$ cat config.mk
export PLATFORM = sky130hd
export DESIGN_NAME = stage_sequencer
export DESIGN_NICKNAME = d
export VERILOG_FILES = /design/src/rtl/stage_sequencer.sv
export SDC_FILE = /design/constraint.sdc
export NUM_CORES = 1
export LEC_CHECK = 0
export ABC_CLOCK_PERIOD_IN_PS = 3460
export CAP_MARGIN = 25
export CORE_MARGIN = 8
export CORE_UTILIZATION = 29
export CTS_BUF_LIST = sky130_fd_sc_hd__clkbuf_4
export DETAILED_ROUTE_END_ITERATION = 16
export GPL_TIMING_DRIVEN = 0
export SLEW_MARGIN = 0
export SYNTH_ARGS = -nofsm -noshare
export SYNTH_HDL_FRONTEND = slang
export SYNTH_SLANG_ARGS = --single-unit
$ cat constraint.sdc
create_clock -name clk -period 3.46 [get_ports clk]
set_clock_uncertainty 0.1 [all_clocks]
set_input_delay 0.692 -clock clk [delete_from_list [all_inputs] [get_ports clk]]
set_output_delay 0.692 -clock clk [all_outputs]
set_load 0.01 [all_outputs]
$ cat src/rtl/stage_sequencer.sv
// ---------------------------------------------------------------------------
// stage_sequencer
//
// Steps a one-hot "active stage" vector through an instruction sequence.
// A sequence starts from IDLE on start, walks bit 0 -> bit NUM_STAGES-1
// (one bit per cycle unless stalled or redirected by a jump), emits a
// one-cycle done pulse after the last stage and returns to IDLE. An abort
// or an illegal jump target ends the sequence early without a done pulse;
// the illegal-jump case also raises a sticky error flag.
//
// Ports
//   clk          rising-edge clock
//   reset        synchronous, active-high reset
//   start        begin a sequence (honoured only in IDLE)
//   stall        hold the current stage for this cycle
//   jump         load jump_target instead of advancing
//   jump_target  one-hot next stage, NUM_STAGES wide
//   abort        terminate the running sequence immediately
//   stage        one-hot active stage, all-zero when not running
//   busy         high while running
//   done         one-cycle pulse on normal completion
//   error        sticky illegal-jump flag, cleared by the next accepted start
//   cycles       saturating count of running cycles of the current/last run
// ---------------------------------------------------------------------------
`ifndef NUM_STAGES
`define NUM_STAGES 6
`endif

module stage_sequencer #(
    parameter int NUM_STAGES = `NUM_STAGES
) (
    input  logic                  clk,
    input  logic                  reset,
    input  logic                  start,
    input  logic                  stall,
    input  logic                  jump,
    input  logic [NUM_STAGES-1:0] jump_target,
    input  logic                  abort,
    output logic [NUM_STAGES-1:0] stage,
    output logic                  busy,
    output logic                  done,
    output logic                  error,
    output logic [7:0]            cycles
);

    typedef enum logic [1:0] {
        IDLE = 2'd0,
        RUN  = 2'd1,
        DONE = 2'd2
    } state_t;

    localparam logic [NUM_STAGES-1:0] FIRST_STAGE = {{(NUM_STAGES-1){1'b0}}, 1'b1};

    state_t                  state;
    state_t                  state_nx;
    logic [NUM_STAGES-1:0]   stage_nx;
    logic                    busy_nx;
    logic                    done_nx;
    logic                    error_nx;
    logic [7:0]              cycles_nx;
    logic [7:0]              cycles_inc;
    logic                    target_ok;

    // The cycle counter sticks at its maximum rather than wrapping, so a very
    // long stall still reads as "at least 255" instead of a small number.
    assign cycles_inc = (cycles == 8'hFF) ? cycles : cycles + 8'd1;

    // A jump is only meaningful when it names exactly one stage; zero or
    // several bits set means the stage mux feeding jump_target misbehaved.
    assign target_ok = $onehot(jump_target);

    // State and output register. All outputs come straight from flops so
    // downstream logic sees clean, glitch-free stage/busy/done signals.
    always_ff @(posedge clk) begin
        if (reset) begin
            state  <= IDLE;
            stage  <= '0;
            busy   <= 1'b0;
            done   <= 1'b0;
            error  <= 1'b0;
            cycles <= 8'd0;
        end else begin
            state  <= state_nx;
            stage  <= stage_nx;
            busy   <= busy_nx;
            done   <= done_nx;
            error  <= error_nx;
            cycles <= cycles_nx;
        end
    end

    // Next-state logic. While running, the per-cycle priority is
    // abort > stall > jump > advance; every running cycle is counted,
    // including the one in which the sequence is aborted or fails a jump.
    // Leaving RUN from the last stage goes through DONE for exactly one cycle.
    always_comb begin
        state_nx  = state;
        stage_nx  = stage;
        error_nx  = error;
        cycles_nx = cycles;

        case (state)
            IDLE: begin
                stage_nx = '0;
                if (start) begin
                    state_nx  = RUN;
                    stage_nx  = FIRST_STAGE;
                    cycles_nx = 8'd0;
                    error_nx  = 1'b0;
                end
            end

            RUN: begin
                cycles_nx = cycles_inc;
                if (abort) begin
                    state_nx = IDLE;
                    stage_nx = '0;
                end else if (stall) begin
                    stage_nx = stage;
                end else if (jump) begin
                    if (target_ok) begin
                        stage_nx = jump_target;
                    end else begin
                        state_nx = IDLE;
                        stage_nx = '0;
                        error_nx = 1'b1;
                    end
                end else if (stage[NUM_STAGES-1]) begin
                    state_nx = DONE;
                    stage_nx = '0;
                end else begin
                    stage_nx = stage << 1;
                end
            end

            DONE: begin
                state_nx = IDLE;
                stage_nx = '0;
            end

            default: begin
                state_nx = IDLE;
                stage_nx = '0;
            end
        endcase

        busy_nx = (state_nx == RUN);
        done_nx = (state_nx == DONE);
    end

endmodule

==> out/results.ini <==
[clocking]
postCtsHoldBufs=0
cts_buffer_depth=2
root_buffer=clkbuf_4
clkLatencyLatePin_ns=0.29
htreeDepth=1
clkSlewWorstSetupHoldPaths_ns=0.11
cts_buffers=3
cts_sinks=19
cts_tree=built

[sta]
setup_viol=0
hold_viol=0
tightestPinTransition_ns=0.397
worst_slack_ns=0.181
slew-limit-headroom=0.734
max_freq_ghz=0.305
finalCritPeriodShare=0.948
period_needed_ns=3.28
slew_violations=0
rsz0062_at_grt=false

[worst_setup_path]
cp_top_family=adder cells
cpMostUsedCell=fa_1
critPathKind=in2reg
r2r_setup_slack_ns=1.64
rr_worst_depth=5
r2r-start=cycles[0]$_SDFFE_PP0P_
end_kind=register
path_cells=clkdlybuf4s15_1, inv_1, fa_1, fa_1, inv_1, ha_2, fa_1, nor2_2, and3_4, nand4b_1, a221oi_2
arrival_ns=3.40
r2r_end=cycles[5]$_SDFFE_PP0P_
cpPeakStageDelay_ns=0.52
start_kind=input pin
crit_required_ns=3.58
critPathSlowestCell=fa_1
worst-path-max-fanout=7
crit_buf_inv=3

[place]
place_congestion=0.753
portBuffers=27
placed_area_sq_um=1300
place_hpwl_um=1940
post-place-ws_ns=-0.627

[global_route]
grt_pass1_vias=925
grt_pass1_wl_um=4170
antenna_found_initial=0
grt-ovfl-total=0
grt_max_degree=12
track_usage=0.0956

[drt]
ant_nets=0
drc_errors=0
drt_iter0_markers=57
wl_um=2450
detail_route.wl_per_cell_um=12.9
vias_per_cell=4.77
num_vias=907
dr.pass1.iters=4

[min_path]
holdPathEnd=error$_SDFFE_PP0P_
hp-start=error$_SDFFE_PP0P_
hold_depth=2
worstHoldPathType=reg2reg

[cells_and_area]
final_area_sq_um=1360
nets=162
layout_commonest_cell=clkdlybuf4s50_1
final_cell_mix=24 x clkdlybuf4s50_1, 19 x dfxtp_1, 12 x nor2_1
final_util=0.415
layout-drive-gt1-share=0.139
syn_to_final_growth_pct=39.6
antennaDiodeCount=0

[floorplan]
initial_core_util=0.297
dieHeight_um=74.0
rows=21
die-area_sq_um=5480
core_sq_um=3280
pin_count=29
die_w_um=74.0

[flow_run]
cap_violations=0

[synthesis]
syn_avg_cell_area_sq_um=8.71
syn_nets=129
yosys_warnings=0
ys_ff_latch=19
synth_cells=112
ys_types=32
synth.area.top_cells=dfxtp_1 39%, fa_1 6.2%, a221oi_1 5.4%, nor2_1 5.0%, inv_1 3.8%
netlist_area_sq_um=976
synth.top_cell.area_share=0.390
yosysTopAreaCell=dfxtp_1
yosysSeqAreaShare=0.390

[pwr]
ir_drop_mv=0.153
p_leak_nw=0.512
seq_power_share=0.516
comb_power_share=0.234
p_int_mw=0.320
switching_power_mw=0.122
power_density_nw_per_um2=324
clkPwrFrac=0.250
netSwitchingFraction=0.276

[outcome]
status=finished clean

## synthesized netlist by cell type
library cell,instances
a21oi_1,6
a21oi_2,1
a221oi_1,6
a41oi_1,1
and3_1,2
buf_2,1
clkbuf_1,2
dfxtp_1,19
fa_1,3
ha_1,2
inv_1,10
mux2i_1,1
nand2_1,8
nand2b_1,2
nand3_1,4
nand4_1,2
nand4b_1,1
nor2_1,13
nor3_1,7
nor3b_2,1
nor4_1,1
nor4b_1,2
o211ai_1,2
o21ai_0,3
o21ai_2,1
o21ba_4,1
o31ai_1,1
or2_2,1
or3_1,3
or3b_2,1
or4_4,1
xor2_1,3
## layer usage
metal | up-vias | track usage | part of all wire
li1 | 467 | - | -
met1 | 429 | 0.105 | 0.42
met2 | 9 | 0.172 | 0.53
met3 | 2 | 0.0175 | 0.035
met4 | 0 | 0.0466 | 0.013
met5 | - | 0 | 0
## power groups by stage
stage / Sequential [mW] / Clock (mW) / Combinational [mW]
2_1_floorplan: 0.234 / 0 / 0.0500
3_3_place_gp: 0.233 / 0 / 0.0857
3_5_place_dp: 0.233 / 0 / 0.0871
4_1_cts: 0.228 / 0.117 / 0.102
5_1_grt: 0.228 / 0.125 / 0.119
6_report: 0.228 / 0.110 / 0.103
## kinds of logic after synthesis
| group | after synthesis | synth area share |
|---|---|---|
| adders and majority gates | 5 | 0.0872 |
| muxes | 1 | 0.0103 |
| DFF | 19 | 0.390 |
| and+or+nand+nor | 49 | 0.268 |
| buffers and inverters | 13 | 0.0513 |
| AOI/OAI and AO/OA | 22 | 0.167 |
| xor gates and xnor gates | 3 | 0.0269 |
## worst max path at each step
| stage | end | from | depth (start not counted) | slack, ns |
|---|---|---|---|---|
| after detailed placement | stage[0]$_SDFFE_PP0P_ | jump_target[0] | 12 | -0.63 |
| after CTS | stage[0]$_SDFFE_PP0P_ | jump_target[1] | 11 | 0.007 |
| final | stage[0]$_SDFFE_PP0P_ | jump_target[3] | 11 | 0.18 |
| after global placement | stage[0]$_SDFFE_PP0P_ | jump_target[0] | 12 | -0.57 |
| after floorplan | stage[0]$_SDFFE_PP0P_ | jump_target[0] | 11 | 0.11 |
| after global routing | stage[0]$_SDFFE_PP0P_ | jump_target[3] | 11 | 0.02 |
## state kept, by name (all words and copies together), names as in the netlist
register	count
stage	6
busy	1
error	1
done	1
cycles	8
state	2
## worst register-to-register path, cell delays in order (launching register included)
cell and delay (ns):
dfxtp_1 0.37, ha_1 0.25, nand4_1 0.21, o21ai_2 0.17, or4_4 0.51, a21oi_2 0.14
## cell type report
class,count,area [sq um]
Clock buffer,3,22.5
Multi-Input combinational cell,80,568
Buffer,2,8.76
Clock inverter,1,5.00
Fill cell,361,1920
Tap cell,46,57.6
Timing Repair Buffer,29,283
Sequential cell,19,380
Inverter,10,37.5
## stage by stage
step / hold WS [ns] / TNS (ns) / total power [mW] / std cells
6_report: 0.415 / 0 / 0.441 / 190
5_1_grt: 0.446 / 0 / 0.473 / 190
4_1_cts: 0.420 / 0 / 0.448 / 190
3_5_place_dp: 0.392 / -4.43 / 0.320 / 185
3_3_place_gp: 0.389 / -4.02 / 0.318 / 185
2_1_floorplan: 0.405 / 0 / 0.284 / 112
## repair_timing
| item | in CTS | in global routing |
|---|---|---|
| hold endpoints to repair | 0 | 0 |
| setup endpoints to repair | 8 | 9 |
| pin swaps | 4 | 7 |
| setup buffers | 2 | 0 |
| resized for setup | 7 | 5 |
Note: power is estimated with default switching activity, not from simulation.
